`src/rtl/exprom_ctrl.sv`:
```
// PCI expansion-ROM target controller: Expansion ROM BAR, request decode, and a
// single-slot read response built on the ROM's own registered output.
module exprom_ctrl #(
    parameter int ROM_AW        = 9,
    parameter int BAR_SIZE_LOG2 = 11,
    parameter int WRITABLE      = 1
) (
    input  logic              clk,
    input  logic              rst_n,
    input  logic              mem_en_i,
    input  logic              cfg_we_i,
    input  logic [3:0]        cfg_be_i,
    input  logic [31:0]       cfg_wdata_i,
    output logic [31:0]       cfg_bar_o,
    input  logic              req_valid_i,
    output logic              req_ready_o,
    input  logic              req_write_i,
    input  logic [31:0]       req_addr_i,
    input  logic [3:0]        req_be_i,
    input  logic [31:0]       req_wdata_i,
    output logic              rsp_valid_o,
    input  logic              rsp_ready_i,
    output logic              rsp_hit_o,
    output logic [31:0]       rsp_data_o,
    output logic              wr_drop_o,
    output logic [ROM_AW-1:0] rom_address_o,
    output logic              rom_enable_o,
    output logic              rom_wren_o,
    output logic [31:0]       rom_dinp_o,
    input  logic [31:0]       rom_dout_i
);

    localparam logic [31:0] BAR_MASK = ({32{1'b1}} << BAR_SIZE_LOG2) | 32'h1;
    localparam logic        WR_EN    = (WRITABLE != 0);

    logic [31:0] bar_q, bar_d;
    logic        rsp_valid_q, rsp_valid_d;
    logic        hit_q, hit_d;
    logic        wr_drop_q, wr_drop_d;

    logic hit, accept, full_wr, commit_wr;
    logic unused_addr_lsb;

    assign unused_addr_lsb = ^req_addr_i[1:0];

    // Decode always uses the BAR as it stood before this cycle's cfg write.
    assign hit = mem_en_i & bar_q[0]
               & (req_addr_i[31:BAR_SIZE_LOG2] == bar_q[31:BAR_SIZE_LOG2]);

    assign req_ready_o = !rsp_valid_q | rsp_ready_i;
    assign accept      = req_valid_i & req_ready_o;
    assign full_wr     = req_write_i & (req_be_i == 4'hF);
    assign commit_wr   = accept & hit & full_wr & WR_EN;

    assign rom_address_o = req_addr_i[ROM_AW+1:2];
    assign rom_dinp_o    = req_wdata_i;
    // The ROM only clocks when a new read is taken or a write commits, so a
    // stalled response keeps its data on the ROM output register.
    assign rom_enable_o  = (accept & hit & !req_write_i) | commit_wr;
    assign rom_wren_o    = commit_wr;

    always_comb begin
        bar_d = bar_q;
        if (cfg_we_i) begin
            for (int b = 0; b < 4; b++) begin
                if (cfg_be_i[b]) bar_d[8*b +: 8] = cfg_wdata_i[8*b +: 8];
            end
        end
        bar_d = bar_d & BAR_MASK;
    end

    always_comb begin
        rsp_valid_d = rsp_valid_q;
        hit_d       = hit_q;
        if (accept && !req_write_i) begin
            rsp_valid_d = 1'b1;
            hit_d       = hit;
        end else if (rsp_ready_i) begin
            rsp_valid_d = 1'b0;
        end
        wr_drop_d = accept & req_write_i & hit & !(full_wr & WR_EN);
    end

    always_ff @(posedge clk or negedge rst_n) begin
        if (!rst_n) begin
            bar_q       <= '0;
            rsp_valid_q <= 1'b0;
            hit_q       <= 1'b0;
            wr_drop_q   <= 1'b0;
        end else begin
            bar_q       <= bar_d;
            rsp_valid_q <= rsp_valid_d;
            hit_q       <= hit_d;
            wr_drop_q   <= wr_drop_d;
        end
    end

    assign cfg_bar_o   = bar_q;
    assign rsp_valid_o = rsp_valid_q;
    assign rsp_hit_o   = hit_q;
    assign rsp_data_o  = hit_q ? rom_dout_i : '0;
    assign wr_drop_o   = wr_drop_q;

endmodule
```
`config.mk`:
```
export PLATFORM = sky130hd
export DESIGN_NAME = exprom_ctrl
export DESIGN_NICKNAME = d
export VERILOG_FILES = /design/src/rtl/exprom_ctrl.sv
export SDC_FILE = /design/constraint.sdc
export NUM_CORES = 1
export LEC_CHECK = 0
export BUFFER_PORTS_ARGS = -buffer_cell sky130_fd_sc_hd__clkbuf_2
export CORE_AREA = 2 2 99 101
export CTS_BUF_LIST = sky130_fd_sc_hd__clkbuf_16
export DETAILED_ROUTE_END_ITERATION = 7
export DIE_AREA = 0 0 101 103
export PLACE_DENSITY = 0.63
export SYNTH_ARGS = -nofsm -noshare
export SYNTH_HDL_FRONTEND = slang
export SYNTH_SLANG_ARGS = --single-unit
export TNS_END_PERCENT = 50
```
`constraint.sdc`:
```
create_clock -name clk -period 2.1 [get_ports clk]
set_clock_uncertainty 0.1 [all_clocks]
set_input_delay 0 -clock clk [delete_from_list [all_inputs] [get_ports clk]]
set_output_delay 0 -clock clk [all_outputs]
set_load 0.02 [all_outputs]
```
==> flow_summary.toml, run 1 <==
[cells_and_area]
drive_gt1_share_pct = 50.68
n_antenna_cell = 0
final_cells = 483
final_nets = 513
layout_common_cells = "147 x clkbuf_2, 67 x dlygate4sd3_1, 32 x and2_1"
final_util_pct = 33.81
syn_to_final_growth_pct = 71.08
final_common_cell = "clkbuf_2"

[critical_path]
endpoint_kind = "output port"
critPathKind = "reg2out"
worstReg2RegStart = "cfg_bar_o[24]$_DFFE_PN0P_"
critPathMaxFanout = 3
cp-start-kind = "flop"
required_ns = 2.00
cp_data_arrival_time_ns = 2.00
startpoint = "cfg_bar_o[24]$_DFFE_PN0P_"

[sta]
drv_slew = 0
hold_viol_final = 0
timing.final.ws_setup_ns = -0.004504
rsz0062_at_grt = "true"
period_needed_ns = 2.105
tightest_slew_ns = 0.7080
max_slew_margin_pct = 52.80
max_freq_ghz = 0.4752
setup_viol = 1
layout_worst_path_cycle_share_pct = 100.2

[die]
dieWidth_microns = 101
start_util_pct = 19.76
dieHeight_microns = 103
rows = 36
io_pins = 254
die_area_sq_um = 10400
coreArea_sq_um = 9459

[synthesis]
syn_inst = 189
synthTopCellsByArea = "dfrtp_1 33%, buf_4 20%, mux2_2 13%"
synth_top_area_share_pct = 33.47
yosysUniqueCellTypes = 26
synth_top_area_cell = "dfrtp_1"
avgSynthCellArea_sq_um = 9.890
synthesis.area_sq_um = 1869
ys.warnings.count = 0
synth-seq-cells = 25
seq_area_frac_synth_pct = 33.47

[power]
comb_power_share_pct = 36.9
p_seq_share_pct = 35.7
pwr_density_cell_nw_per_um2 = 529.2
p_sw_share_pct = 34.09
p_leak_nw = 1.640
clockPowerShare_pct = 27.4
p_switching_w = 0.0005770
internal_power_w = 0.001116
peakVddDrop_mv = 0.3620

[worst_hold_path]
holdCritPathClass = "in2reg"
worstHoldStart = "rsp_ready_i"

[clock_tree]
clk_pin_slew_ns = 0.08
cts-root-buf = "clkbuf_16"
cts_tree = "yes"
clock_latency_ns = 0.27
cts.sinks = 25
htreeDepth = 1
cts_max_path_buffers = 2
cts_buffers = 3

[run_status]
violations = "setup timing"
status = "finished, violations left"

[routing]
drc = 0
dr.pass1.iters = 3
routedWlPerCell_microns = 13.61
wirelength_microns = 6576
ant_nets = 0
dr_total_vias = 1924
drt_iter0_drc = 25
viasPerCell = 3.983

[job]
max_cap_violations = 0

[global_route]
antenna_found_initial = 0
grt_usage_pct = 11.23
grt_pass1_wl_microns = 8921
grt_max_degree = 35
grt_pass1_vias = 1805
overflow = 0

[placement]
hpwlAfterDp_microns = 4869
gp_congestion = 0.6763
port_buffers = 149
place_inst = 407
-- cell usage after synthesis --
library cell and count:
nand2b_1 3, dfrtp_1 25, xor2_1 2, nor3_2 1, and2b_2 1, clkbuf_1 3, nor4_2 1, o22ai_1 1
a2111oi_4 1, mux2_2 22, xnor2_1 12, nor2_1 2, a21oi_2 1, nand4_1 5, and2b_4 1, o21ai_0 1
a2111o_1 2, inv_1 6, and2_1 32, nand4_2 1, buf_4 51, o2111ai_1 1, nand2_1 8, o211ai_1 1
conb_1 1, nor2b_1 4
-- cells by family (layout without fill, tap and decap cells) --
group	Yosys count	in the layout	synth area share [%]
buf+inv	60	231	22.29
simple gates	59	59	19.61
flops	25	25	33.47
mux	22	22	13.25
xor+xnor	14	14	6.560
compound gates	8	8	4.619
other cells	1	10	0.2006
-- sequential cells by signal, indices dropped and copies added, names as in the netlist --
signal	count
cfg_bar_o	22
rsp_hit_o	1
rsp_valid_o	1
wr_drop_o	1
-- critical path: stages (launching register included) --
cell	delay, ns
dfrtp_1	0.39
nor2b_1	0.13
a2111o_1	0.39
a2111oi_4	0.34
nand4_2	0.18
nor3_2	0.15
buf_4	0.17
-- path summary, 6_finish.rpt --
check | to | slack (ns) | depth (start not counted)
max | rom_wren_o | -0.005 | 6
min | rsp_valid_o$_DFFE_PN0P_ | 0.03 | 4
max reg2reg | wr_drop_o$_DFF_PN0_ | 0.25 | 6
min reg2reg | cfg_bar_o[15]$_DFFE_PN0P_ | 0.46 | 1
max in group asynchronous | cfg_bar_o[15]$_DFFE_PN0P_ | 1.26 | 2
min in group asynchronous | cfg_bar_o[23]$_DFFE_PN0P_ | 0.20 | 2
-- repair_timing --
item / CTS / global route
resized for setup: 1 / 4
endpoints found under the setup margin: 2 / 2
hold buffers: 67 / 0
buffers inserted: 5 / 0
cloned: 0 / 0
endpoints found under the hold margin: 91 / 0
pin swaps: 4 / 0
-- routing by layer --
layer	part of all wire [%]	wire length, microns	track usage [%]
met1	40	2607	14.02
met2	53	3505	20.41
met3	6.6	436	2.373
met4	0.41	27	1.559
met5	0	0	0
-- metrics by stage --
| stage | hold slack, ns | setup slack, ns | power, W | cell area [sq um] | setup TNS (ns) |
|---|---|---|---|---|---|
| 2_1_floorplan | -0.3956 | 0.1668 | 0.0009866 | 1903 | 0 |
| 3_3_place_gp | -0.09986 | 0.1976 | 0.001057 | 2397 | 0 |
| 3_5_place_dp | -0.09986 | 0.1900 | 0.001069 | 2397 | 0 |
| 4_1_cts | 0.02996 | -0.002955 | 0.001724 | 3192 | -0.002955 |
| 5_1_grt | 0.07243 | -0.1322 | 0.001808 | 3198 | -0.2016 |
| 6_report | 0.03341 | -0.004504 | 0.001693 | 3198 | -0.004504 |
-- area by class of cell --
cell class / count / area, sq um
Inverter: 6 / 22.52
Tap cell: 114 / 142.6
Clock buffer: 3 / 75.07
Clock inverter: 1 / 8.758
Sequential cell: 25 / 625.6
Timing Repair Buffer: 221 / 1463
Fill cell: 945 / 6261
Multi-Input combinational cell: 113 / 860.8
-- power by group through the flow --
stage          Clock (W)  Combinational [W]  Sequential, W
4_1_cts         0.000488           0.000629       0.000606
3_5_place_dp           0           0.000450       0.000620
6_report        0.000464           0.000624       0.000604
5_1_grt         0.000516           0.000675       0.000616
3_3_place_gp           0           0.000443       0.000613
2_1_floorplan          0           0.000298       0.000689
Power figures use the tool's default switching activity.
==> run 2: changes to the inputs <==
- ABC_AREA: default -> 1
- PLACE_DENSITY: 0.63 -> 0.67
==> run 2 against run 1 <==
The run now ends clean; flip-flop and latch count unchanged; non-clock buffer count fell by 3; maximum frequency rose by 19%; register-to-register slack better by 0.43 ns; sequential power fell by 3.3%; routed wire length rose by 24%; final cell count is 34% higher; global-route usage up 3.0 points; synthesized cell count up 90%; setup slack better by 0.34 ns; critical path type unchanged; largest cell class unchanged; highest routed layer is now met5.
==> flow_summary.toml, run 2 <==
[run_status]
status = "complete, no violations"

[cells_and_area]
final_common_cell = "clkbuf_2"
drive_gt1_share_pct = 29.64
final_nets = 677
layout_common_cells = "149 x clkbuf_2, 118 x nand2_1, 76 x inv_1"
syn_to_final_growth_pct = 59.26
n_fill_cell = 997
largest_register_ffs = 22
design_area_sq_um = 3433
n_antenna_cell = 0

[clock_tree]
cts_tree = "yes"
htreeDepth = 1
clock_latency_ns = 0.26
cts_buffers = 3
cts-root-buf = "clkbuf_16"
cts_max_path_buffers = 2
clk_pin_slew_ns = 0.07
post_cts_buffers = 0
cts.sinks = 25

[synthesis]
synthFlopType = "dfrtp_1"
ys_top_cells_by_count = "118 x nand2_1, 75 x inv_1, 51 x buf_4, 51 x nor2_1, 25 x dfrtp_1"
async_flop_share_pct = 100.0
synth-seq-cells = 25
seq_area_frac_synth_pct = 29.02
ys.warnings.count = 0
synthTopCellsByArea = "dfrtp_1 29%, nand2_1 21%, buf_4 18%"
yosysUniqueCellTypes = 16
syn_inst = 359
synth_top_area_share_pct = 29.02
synth_edf_count = 0
synth_top_area_cell = "dfrtp_1"
synth_most_common_cell = "nand2_1"
avgSynthCellArea_sq_um = 6.005
synthesis.area_sq_um = 2156

[critical_path]
required_ns = 2.00
crit_chain = "nor2_1 -> nor2_1 -> nor2_1 -> nand2_1 -> nor2_1 -> nand4_1 -> nor2_1 -> clkbuf_2"
cp_data_arrival_time_ns = 1.67
critPathKind = "reg2out"
reg2reg_slack_ns = 0.68
endpoint_kind = "output port"
slowest_stage = "dfrtp_1"
worstReg2RegStart = "cfg_bar_o[19]$_DFFE_PN0P_"
r2r_cells = 7
critPathMaxFanout = 4
cp-start-kind = "flop"
r2r-end = "wr_drop_o$_DFF_PN0_"
cpMostUsedCell = "nor2_1"
max_stage_delay_ns = 0.40

[sta]
tightest_slew_ns = 0.6260
hold_viol_final = 0
setup-tns-final_ns = 0
rsz0062_at_grt = "false"
period_needed_ns = 1.765
layout_worst_path_cycle_share_pct = 84.07
max_slew_margin_pct = 58.27
drv_slew = 0
max_freq_ghz = 0.5664
setup_viol = 0

[routing]
drt_iter0_drc = 89
ant_nets = 0
dr_total_vias = 2615
dr.pass1.iters = 4
wirelength_microns = 8162
drc = 0
viasPerCell = 4.042
routedWlPerCell_microns = 12.62

[die]
die_area_sq_um = 10400
coreArea_sq_um = 9459
start_util_pct = 22.79
rows = 36
io_pins = 254
dieHeight_microns = 103
dieWidth_microns = 101

[worst_hold_path]
hold_depth = 5
whs_endpoint = "rsp_valid_o$_DFFE_PN0P_"
worstHoldStart = "req_valid_i"
holdCritPathClass = "in2reg"

[global_route]
grt_pass1_vias = 2334
grt_usage_pct = 14.24
antenna_found_initial = 2
grt_max_degree = 35
grt_pass1_wl_microns = 11470
overflow = 0

[placement]
hpwlAfterDp_microns = 6294
place_area_sq_um = 2674
gp_congestion = 0.7804
port_buffers = 149

[power]
pwr_density_cell_nw_per_um2 = 485.9
p_leak_nw = 2.280
peakVddDrop_mv = 0.3244

[job]
max_cap_violations = 0
-- run 2: cell types whose count changed in the layout (fill, tap and decap cells not counted), sizes merged, moves of 3 or more --
cell | previous run | this run
nand2 | 8 | 118
mux2 | 22 | 4
and2 | 32 | 0
xnor2 | 12 | 1
nor2 | 2 | 51
nand4 | 6 | 2
inv | 7 | 76
nand3 | 0 | 3
nand2b | 3 | 0
a21oi | 1 | 18
nor2b | 4 | 0
buf | 7 | 1
-- run 2: worst max path at each step --
stage / end / slack (ns) / depth (start not counted) / from
floorplan: rom_enable_o / 0.71 / 8 / cfg_bar_o[31]$_DFFE_PN0P_
global placement: rom_enable_o / 0.61 / 9 / cfg_bar_o[27]$_DFFE_PN0P_
detailed placement: rom_enable_o / 0.61 / 8 / cfg_bar_o[19]$_DFFE_PN0P_
CTS: rom_enable_o / 0.31 / 8 / cfg_bar_o[19]$_DFFE_PN0P_
global route: rom_enable_o / 0.17 / 9 / cfg_bar_o[27]$_DFFE_PN0P_
finish: rom_enable_o / 0.33 / 8 / cfg_bar_o[19]$_DFFE_PN0P_
-- run 2: what timing repair did --
| action | in CTS | in global routing |
|---|---|---|
| resized for setup | 0 | 0 |
| hold buffers | 68 | 0 |
| hold endpoints to repair | 91 | 0 |
-- run 2: cell type report --
type | count | area [sq um] | share of cell area [%]
Clock inverter | 1 | 3.754 | 0.1093
Inverter | 75 | 281.5 | 8.200
Multi-Input combinational cell | 211 | 870.8 | 25.36
Clock buffer | 3 | 75.07 | 2.187
Sequential cell | 25 | 625.6 | 18.22
Timing Repair Buffer | 218 | 1434 | 41.76
Tap cell | 114 | 142.6 | 4.155
-- run 2: kinds of logic after synthesis --
group / after synthesis / synth area share, %
simple gates: 177 / 31.69
buf+inv: 132 / 32.15
flops: 25 / 29.02
compound gates: 19 / 4.469
mux: 4 / 2.089
xor+xnor: 1 / 0.4063
other cells: 1 / 0.1739
-- run 2: critical path: cells and delay by family (launching register included) --
| kind | cells | cell delay, ns |
|---|---|---|
| DFF | 1 | 0.40 |
| buffers and inverters | 1 | 0.19 |
| and+or+nand+nor | 7 | 0.80 |
-- run 2: report_power, final --
group	switching, W	total, W	leakage (nW)	internal (W)
sequential	0.0000451	0.000584	0.283	0.000538
combinational	0.000380	0.000652	1.95	0.000271
clock	0.000178	0.000433	0.0423	0.000255
-- run 2: layer usage --
metal,GRT usage (%),share of wire [%],up-vias
met5,0,0.42,-
met3,4.068,8.1,15
met1,17.71,41,1151
met4,2.495,0.88,4
met2,24.92,50,124
li1,-,-,1321
-- run 2: stage by stage --
stage / hold WS, ns / total power (W) / util [%] / setup slack (ns) / cells
2_1_floorplan: -0.3956 / 0.0009964 / - / 0.7083 / 368
3_3_place_gp: -0.09986 / 0.001079 / 28.27 / 0.6134 / 575
3_5_place_dp: -0.09986 / 0.001082 / 28.27 / 0.6060 / 575
4_1_cts: 0.008801 / 0.001684 / 36.30 / 0.3108 / 647
5_1_grt: 0.03190 / 0.001780 / 36.30 / 0.1678 / 647
6_report: 0.003163 / 0.001668 / 36.30 / 0.3345 / 647
